### config.mk
export PLATFORM = sky130hd
export DESIGN_NAME = svm_decision_acc
export DESIGN_NICKNAME = d
export VERILOG_FILES = /design/src/rtl/svm_decision_acc.sv
export SDC_FILE = /design/constraint.sdc
export NUM_CORES = 1
export LEC_CHECK = 0
export ABC_AREA = 1
export BUFFER_PORTS_ARGS = -buffer_cell sky130_fd_sc_hd__buf_4
export CORE_ASPECT_RATIO = 0.7
export CORE_MARGIN = 2
export CORE_UTILIZATION = 50
export DETAILED_ROUTE_END_ITERATION = 16
export PLACE_DENSITY = 0.79
export SLEW_MARGIN = 20
export SYNTH_ARGS = -nofsm -noshare
export SYNTH_HDL_FRONTEND = slang
export SYNTH_SLANG_ARGS = --single-unit
### constraint.sdc
create_clock -name clk -period 3.25 [get_ports clk]
set_input_delay 0.1625 -clock clk [delete_from_list [all_inputs] [get_ports clk]]
set_output_delay 0.1625 -clock clk [all_outputs]
set_load 0.1 [all_outputs]
### src/rtl/svm_decision_acc.sv
// SVM decision accumulator: weights one kernel value per support vector by its
// signed coefficient, sums with saturation, adds the bias and reports the class.
module svm_decision_acc #(
  parameter int XLEN_PIXEL = 8,
  parameter int NUM_OF_SV  = 10,
  parameter int ACC_W      = 32
) (
  input  logic                      clk,
  input  logic                      rst,
  input  logic                      start,
  input  logic                      kernel_valid,
  output logic                      kernel_ready,
  input  logic [2*XLEN_PIXEL-1:0]   kernel_in,
  input  logic [2*XLEN_PIXEL-1:0]   coef_in,
  input  logic [2*XLEN_PIXEL-1:0]   bias,
  output logic                      dec_valid,
  input  logic                      dec_ready,
  output logic [ACC_W-1:0]          dec_value,
  output logic                      dec_class,
  output logic                      sat,
  output logic                      busy
);

  localparam int DW    = 2 * XLEN_PIXEL;
  localparam int PW    = 2 * DW + 1;
  localparam int SUM_W = ((ACC_W > PW) ? ACC_W : PW) + 2;
  localparam int CNT_W = $clog2(NUM_OF_SV + 1);

  localparam logic [1:0] IDLE  = 2'd0;
  localparam logic [1:0] ACCUM = 2'd1;
  localparam logic [1:0] BIAS  = 2'd2;
  localparam logic [1:0] DONE  = 2'd3;

  localparam logic [CNT_W-1:0] LAST_CNT = CNT_W'(NUM_OF_SV - 1);

  localparam logic signed [SUM_W-1:0] SUM_MAX = {{(SUM_W-ACC_W+1){1'b0}}, {(ACC_W-1){1'b1}}};
  localparam logic signed [SUM_W-1:0] SUM_MIN = {{(SUM_W-ACC_W+1){1'b1}}, {(ACC_W-1){1'b0}}};
  localparam logic signed [ACC_W-1:0] ACC_MAX = {1'b0, {(ACC_W-1){1'b1}}};
  localparam logic signed [ACC_W-1:0] ACC_MIN = {1'b1, {(ACC_W-1){1'b0}}};

  logic [1:0]              state_reg;
  logic signed [ACC_W-1:0] acc_reg;
  logic [CNT_W-1:0]        cnt_reg;
  logic                    sat_acc_reg;
  logic                    kernel_ready_reg;
  logic                    dec_valid_reg;
  logic signed [ACC_W-1:0] dec_value_reg;
  logic                    dec_class_reg;
  logic                    sat_reg;

  logic signed [PW-1:0]    kern_ext;
  logic signed [PW-1:0]    coef_ext;
  logic signed [PW-1:0]    prod;
  logic signed [PW-1:0]    term;
  logic signed [SUM_W-1:0] addend;
  logic signed [SUM_W-1:0] sum_wide;
  logic signed [ACC_W-1:0] sum_next;
  logic                    clamp_next;
  logic                    accept;

  // Kernel is unsigned, so it gets a zero MSB before the signed multiply.
  assign kern_ext = {{(PW-DW){1'b0}}, kernel_in};
  assign coef_ext = {{(PW-DW){coef_in[DW-1]}}, coef_in};
  assign prod     = kern_ext * coef_ext;
  assign term     = prod >>> XLEN_PIXEL;

  assign accept = (state_reg == ACCUM) && kernel_valid && kernel_ready_reg;

  // One shared saturating adder: the kernel term in ACCUM, the bias in BIAS.
  always_comb begin
    addend = {{(SUM_W-PW){term[PW-1]}}, term};
    if (state_reg == BIAS) begin
      addend = {{(SUM_W-DW){bias[DW-1]}}, bias};
    end
    sum_wide   = {{(SUM_W-ACC_W){acc_reg[ACC_W-1]}}, acc_reg} + addend;
    sum_next   = sum_wide[ACC_W-1:0];
    clamp_next = 1'b0;
    if (sum_wide > SUM_MAX) begin
      sum_next   = ACC_MAX;
      clamp_next = 1'b1;
    end else if (sum_wide < SUM_MIN) begin
      sum_next   = ACC_MIN;
      clamp_next = 1'b1;
    end
  end

  always_ff @(posedge clk or negedge rst) begin
    if (!rst) begin
      state_reg        <= IDLE;
      acc_reg          <= '0;
      cnt_reg          <= '0;
      sat_acc_reg      <= 1'b0;
      kernel_ready_reg <= 1'b0;
      dec_valid_reg    <= 1'b0;
      dec_value_reg    <= '0;
      dec_class_reg    <= 1'b0;
      sat_reg          <= 1'b0;
    end else begin
      case (state_reg)
        IDLE: begin
          if (start) begin
            acc_reg          <= '0;
            cnt_reg          <= '0;
            sat_acc_reg      <= 1'b0;
            sat_reg          <= 1'b0;
            dec_value_reg    <= '0;
            dec_class_reg    <= 1'b0;
            kernel_ready_reg <= 1'b1;
            state_reg        <= ACCUM;
          end
        end
        ACCUM: begin
          if (accept) begin
            acc_reg     <= sum_next;
            sat_acc_reg <= sat_acc_reg | clamp_next;
            cnt_reg     <= cnt_reg + CNT_W'(1);
            if (cnt_reg == LAST_CNT) begin
              kernel_ready_reg <= 1'b0;
              state_reg        <= BIAS;
            end
          end
        end
        BIAS: begin
          // Outputs are published here so they appear together with DONE.
          acc_reg       <= sum_next;
          sat_acc_reg   <= sat_acc_reg | clamp_next;
          dec_valid_reg <= 1'b1;
          dec_value_reg <= sum_next;
          dec_class_reg <= ~sum_next[ACC_W-1];
          sat_reg       <= sat_acc_reg | clamp_next;
          state_reg     <= DONE;
        end
        DONE: begin
          if (dec_ready) begin
            dec_valid_reg <= 1'b0;
            state_reg     <= IDLE;
          end
        end
        default: begin
          state_reg <= IDLE;
        end
      endcase
    end
  end

  assign kernel_ready = kernel_ready_reg;
  assign dec_valid    = dec_valid_reg;
  assign dec_value    = dec_value_reg;
  assign dec_class    = dec_class_reg;
  assign sat          = sat_reg;
  assign busy         = (state_reg != IDLE);

endmodule

### After elaboration in Yosys (flattened, before gate mapping)

Cells that the tools add are included.

* $mul: 1
* reduce and logical (&&, ||, !) cells: 14
* $lt $le $gt $ge: 2
* equality and inequality tests: 8
* bitwise operators: 2
* multiplexer cells: 28
* $add $sub $neg: 2

Operators by type and width (number)
* 2-to-1 mux 32 bit: 4
* case mux 32 bit (3 select lines): 1
* case mux 32 bit (2 select lines): 1
* adder 35 bit: 1
* greater-than comparator 35 x 32 -> 1 bit (second input constant): 1
* < comparator 35 x 32 -> 1 bit (second input constant): 1
* 2-to-1 mux 35 bit: 1
* multiplier 17 x 16 -> 33 bit: 1
* 2-to-1 mux 1 bit: 8
* 2-to-1 mux 2 bit: 4
* 2-to-1 mux 4 bit: 2
* case mux 1 bit (2 select lines): 4
* case mux 2 bit (4 select lines): 1
* case mux 4 bit (2 select lines): 1
* AND reduction 4 bit: 2
* nonzero test 2 bit: 4
* inequality test 2 bit (second input constant): 3
* AND reduction 3 bit: 2
* adder 4 x 1 -> 4 bit (second input constant): 1
* equality test 2 bit (second input constant): 2
* equality test 4 bit (second input constant): 1
* AND reduction 2 bit: 2
* case mux 1 bit (3 select lines): 1
* nonzero test 3 bit: 1
* other kinds (6): 7

* bits of input ports: 53
* flip-flop bits (word level): 75
* output and inout bits: 37
* word-level logic and storage cells: 66

### Longest topological paths before layout

* depth after elaboration: 9
* mapped depth: 45
* depth with buffers taken out: 42

### Least setup slack after synthesis

Ideal clock, no wire load.

* path kind: input-to-reg
* start point: input port coef_in[7]
* end point: register dec_value_reg[17], in the netlist dec_value[17]
* stages on the path: 39
* slack: -3.808 ns
* arrival time: 6.938 ns
* path buffers: 3
* data required time: 3.130 ns
* library setup time: 0.120 ns
* cells stage by stage: clkbuf_1 -> clkbuf_1 -> nand2_1 -> fa_1 -> inv_1 -> fa_1 -> inv_1 -> fa_1 -> inv_1 -> fa_1 -> fa_1 -> inv_1 -> fa_1 -> inv_1 -> ha_1 -> nand2_1 -> nor2_1 -> inv_1 -> (+3 left out) -> nand2_1 -> nand3_1 -> nand2_1 -> a21oi_1 -> ha_1 -> inv_1 -> o21bai_1 -> nor2_1 -> nand2_1 -> a21oi_2 -> nand3_1 -> nand2_1 -> nand2_4 -> buf_6 -> nand2_1 -> nand2_1 -> nand2_1 -> nand2_1

* cells in the longest elaborated chain, start to end: 7
* elaborated cells on any way between the ends: 8
* those cells by class: 1 x add/sub; 1 x mul; 2 x order compare; 4 x mux

Ends and longest elaborated chain
* start, declared: RTL line 14 `input logic [2*XLEN_PIXEL-1:0] coef_in,`
* multiplier 17 x 16 -> 33 bit *: RTL line 64 `assign prod = kern_ext * coef_ext;`
* 2-to-1 mux 35 bit *: RTL line 72 `if (state_reg == BIAS) begin`
* adder 35 bit *: RTL line 75 `sum_wide = {{(SUM_W-ACC_W){acc_reg[ACC_W-1]}}, acc_reg} + addend;`
* < comparator 35 x 32 -> 1 bit: RTL line 81 `end else if (sum_wide < SUM_MIN) begin`
* 2-to-1 mux 32 bit: RTL line 81
* 2-to-1 mux 32 bit *: RTL line 78 `if (sum_wide > SUM_MAX) begin`
* case mux 32 bit (2 select lines) *: RTL line 99 `case (state_reg)`
* end signal, assigned: RTL line 128 `dec_value_reg <= sum_next;`
* end, declared: RTL line 47 `logic signed [ACC_W-1:0] dec_value_reg;`

Every way passes the cells marked *; elsewhere a longest branch is shown, timed or not.
A chain may end at the register's enable or synchronous reset.

### Worst setup path after layout

* start point: input port coef_in[4]
* end point: register dec_value_reg[13], in the netlist dec_value[13]

The elaborated chain is that of the path after synthesis.

==> impl_metrics.env <==
export IMPL_io_buffers=89
export IMPL_setup_viol=67
export IMPL_worstHoldPathType="input pin to flip-flop"
export IMPL_drtAntennaViolNets=0
export IMPL_diodes=0
export IMPL_mostFrequentLayoutCells="661 x nand2_1, 502 x inv_1, 381 x buf_4"
export IMPL_rr_worst_depth=23
export IMPL_dp_cells=2983
export IMPL_ys_seq_elements=75
export IMPL_antenna_found_initial=0
export IMPL_syn_to_final_growth_pct=38.3
export IMPL_crit_path_start_kind="input pin"
export IMPL_async_reset_ff_frac=1.00
export IMPL_multi_input_area_sq_mm=0.0128
export IMPL_num_vias=15661
export IMPL_cp_num_buf_inv=8
export IMPL_std_cell_rows=53
export IMPL_grt_pass1_wl_um=78200
export IMPL_period_needed_ns=6.65
export IMPL_layoutNonFillerInstCount=3043
export IMPL_period_share=2.05
export IMPL_cp_max_fo=13
export IMPL_violations="setup timing"
export IMPL_syn_nets=2664
export IMPL_min_path_cells=3
export IMPL_cts_tree="built"
export IMPL_clkSlewWorstSetupHoldPaths_ns=0.07
export IMPL_synth_edff_count=0
export IMPL_place_ws_ns=-4.13
export IMPL_dpl_cell_area_sq_mm=0.0188
export IMPL_dp_hpwl_um=39600
export IMPL_drive_gt1_frac=0.311
export IMPL_fillers=2284
export IMPL_critPathMaxStageDelay_ns=0.55
export IMPL_hold_viol=0
export IMPL_core_sq_mm=0.0300
export IMPL_ioPinCount=90
export IMPL_cts_sinks=75
export IMPL_drt_iter0_markers=1452
export IMPL_status="complete, but fails checks"
export IMPL_synth_cells=2259
export IMPL_die_h_um=150
export IMPL_cap_violations=0
export IMPL_grt_start_max_net_pins=64
export IMPL_yosysWarnings=0
export IMPL_final_cell_area_sq_mm=0.0211
export IMPL_seq_area_sq_mm=0.00188
export IMPL_cts_htree_levels=3
export IMPL_rsz0062_at_grt="yes"
export IMPL_cpMostUsedCell="nand2_1"
export IMPL_insertion_delay_ns=0.36
export IMPL_worst_ep_arrival_time_ns=6.89
export IMPL_crit_required_ns=3.49
export IMPL_worstSetupPathType="input pin to flip-flop"
export IMPL_clockBufferDepth=2
export IMPL_gp_congestion=0.978
export IMPL_syn_area_sq_mm=0.0153
export IMPL_grt_pass1_vias=15719
export IMPL_path_depth=38
export IMPL_final_net_count=3031
export IMPL_routedWlPerCell_um=16.4
export IMPL_worst_pin_slew_ns=0.914
export IMPL_ys_flop_type="dfrtp_1"
export IMPL_overflow=0
export IMPL_routed_wl_um=50000
export IMPL_drt_pre_antenna_iters=6
export IMPL_numCtsBuffers=9
export IMPL_yosysSeqAreaShare=0.123
export IMPL_die_w_um=213
export IMPL_cpMaxStageDelayCell="fa_1"
export IMPL_root_buffer="clkbuf_16"
export IMPL_layout_setup_ws_ns=-3.40
export IMPL_cp_end_kind="flip-flop"
export IMPL_drv_slew=0
export IMPL_ys_types=40
export IMPL_fmax_mhz=150
export IMPL_track_usage=0.312
export IMPL_dieArea_sq_mm=0.0320
export IMPL_start_util=0.509
export IMPL_skew_ns=0.00999
export IMPL_drc=0
export IMPL_syn_avg_cell_area_sq_um=6.77
export IMPL_crit_family="adder cells"
export IMPL_fin_hold_ws_ns=0.0956
export IMPL_slew_headroom=0.390
export IMPL_vias_per_cell=5.15
export IMPL_final_common_cell="nand2_1"
[stage by stage]
step	util	setup TNS, ns
after global placement	0.626	-265.64
final	0.704	-221.63
after global routing	0.704	-238.96
after floorplan	-	-214.22
after detailed placement	0.626	-269.62
after CTS	0.662	-212.73
[area by class of cell]
cell class / instances / area share
multi-input cells: 1572 / 0.607
repair buffers: 431 / 0.169
inverters: 537 / 0.0960
flip-flops and latches: 75 / 0.0888
well taps: 412 / 0.0244
clock buffers: 9 / 0.0107
clock inverters: 7 / 0.00467
[routing by layer]
layer | vias to the layer above | share of wire | GRT usage
met5 | - | 0 | 0
met1 | 7525 | 0.45 | 0.463
li1 | 7394 | - | -
met3 | 67 | 0.10 | 0.0672
met4 | 0 | 0.014 | 0.0514
met2 | 675 | 0.43 | 0.475
[synth_stat cells, drive strengths merged (2+ instances only)]
cell type,instances,area share
clkinv,2,0.00049
o21a,2,0.00098
a21o,5,0.0025
or2,11,0.0045
ha,158,0.13
buf,14,0.0061
a21boi,2,0.00098
xnor2,3,0.0017
inv,535,0.13
clkbuf,61,0.015
dfrtp,75,0.12
a31oi,3,0.0012
nand3,78,0.026
nor4,4,0.0016
a21oi,69,0.024
nor2,117,0.029
nand2,813,0.20
xor2,16,0.0092
nor3,12,0.0039
fa,194,0.25
o21ai,50,0.016
and2,2,0.00082
o21bai,16,0.0079
o211ai,2,0.00098
nand4,9,0.0037
[cells by family (layout without fill, tap and decap cells)]
family / after synthesis / after routing / share of synthesized area
compound gates: 153 / 153 / 0.0565
fa+ha+maj: 352 / 352 / 0.383
flops: 75 / 75 / 0.123
xor+xnor: 19 / 19 / 0.0109
mux: 1 / 1 / 0.000655
buf+inv: 612 / 984 / 0.153
simple gates: 1047 / 1047 / 0.273
[path summary, 6_finish.rpt]
kind	startpoint	to	slack, ns
min in group asynchronous	rst	acc_reg[2]	0.45
hold reg to reg	dec_value[18]	dec_value[18]	0.48
setup / recovery	coef_in[4]	dec_value[13]	-3.40
hold / removal	dec_ready	dec_valid	0.1
setup reg to reg	state_reg[0]	dec_value[13]	-0.56
max in group asynchronous	rst	acc_reg[16]	2.03
[worst register-to-register path, cell delays in order (launching register included)]
cell and delay, ns:
dfrtp_1 0.39, inv_1 0.11, ha_1 0.17, inv_1 0.09
nor2_1 0.53, inv_1 0.27, o21ai_1 0.17, inv_1 0.07
ha_1 0.35, nand2_2 0.15, inv_1 0.05, nand2_1 0.07
nand2_2 0.07, nand2_2 0.08, nand2_4 0.05, a21oi_4 0.21
nand3_2 0.14, nand2_4 0.11, nand2_8 0.11, buf_12 0.18
nand2_1 0.08, nand2_2 0.10, nand2_2 0.08, nand2_1 0.06
[what timing repair did]
item	in CTS	in global routing
gates resized for setup	154	273
pin swaps	21	93
buffers inserted	17	21
endpoints found under the setup margin	67	67
endpoints found under the hold margin	62	0
hold buffers	1	0
gates cloned	0	5
Power is left out: the tool's default activity adds up to more than one toggle a clock period on the data nets, which glitch-free logic cannot reach.
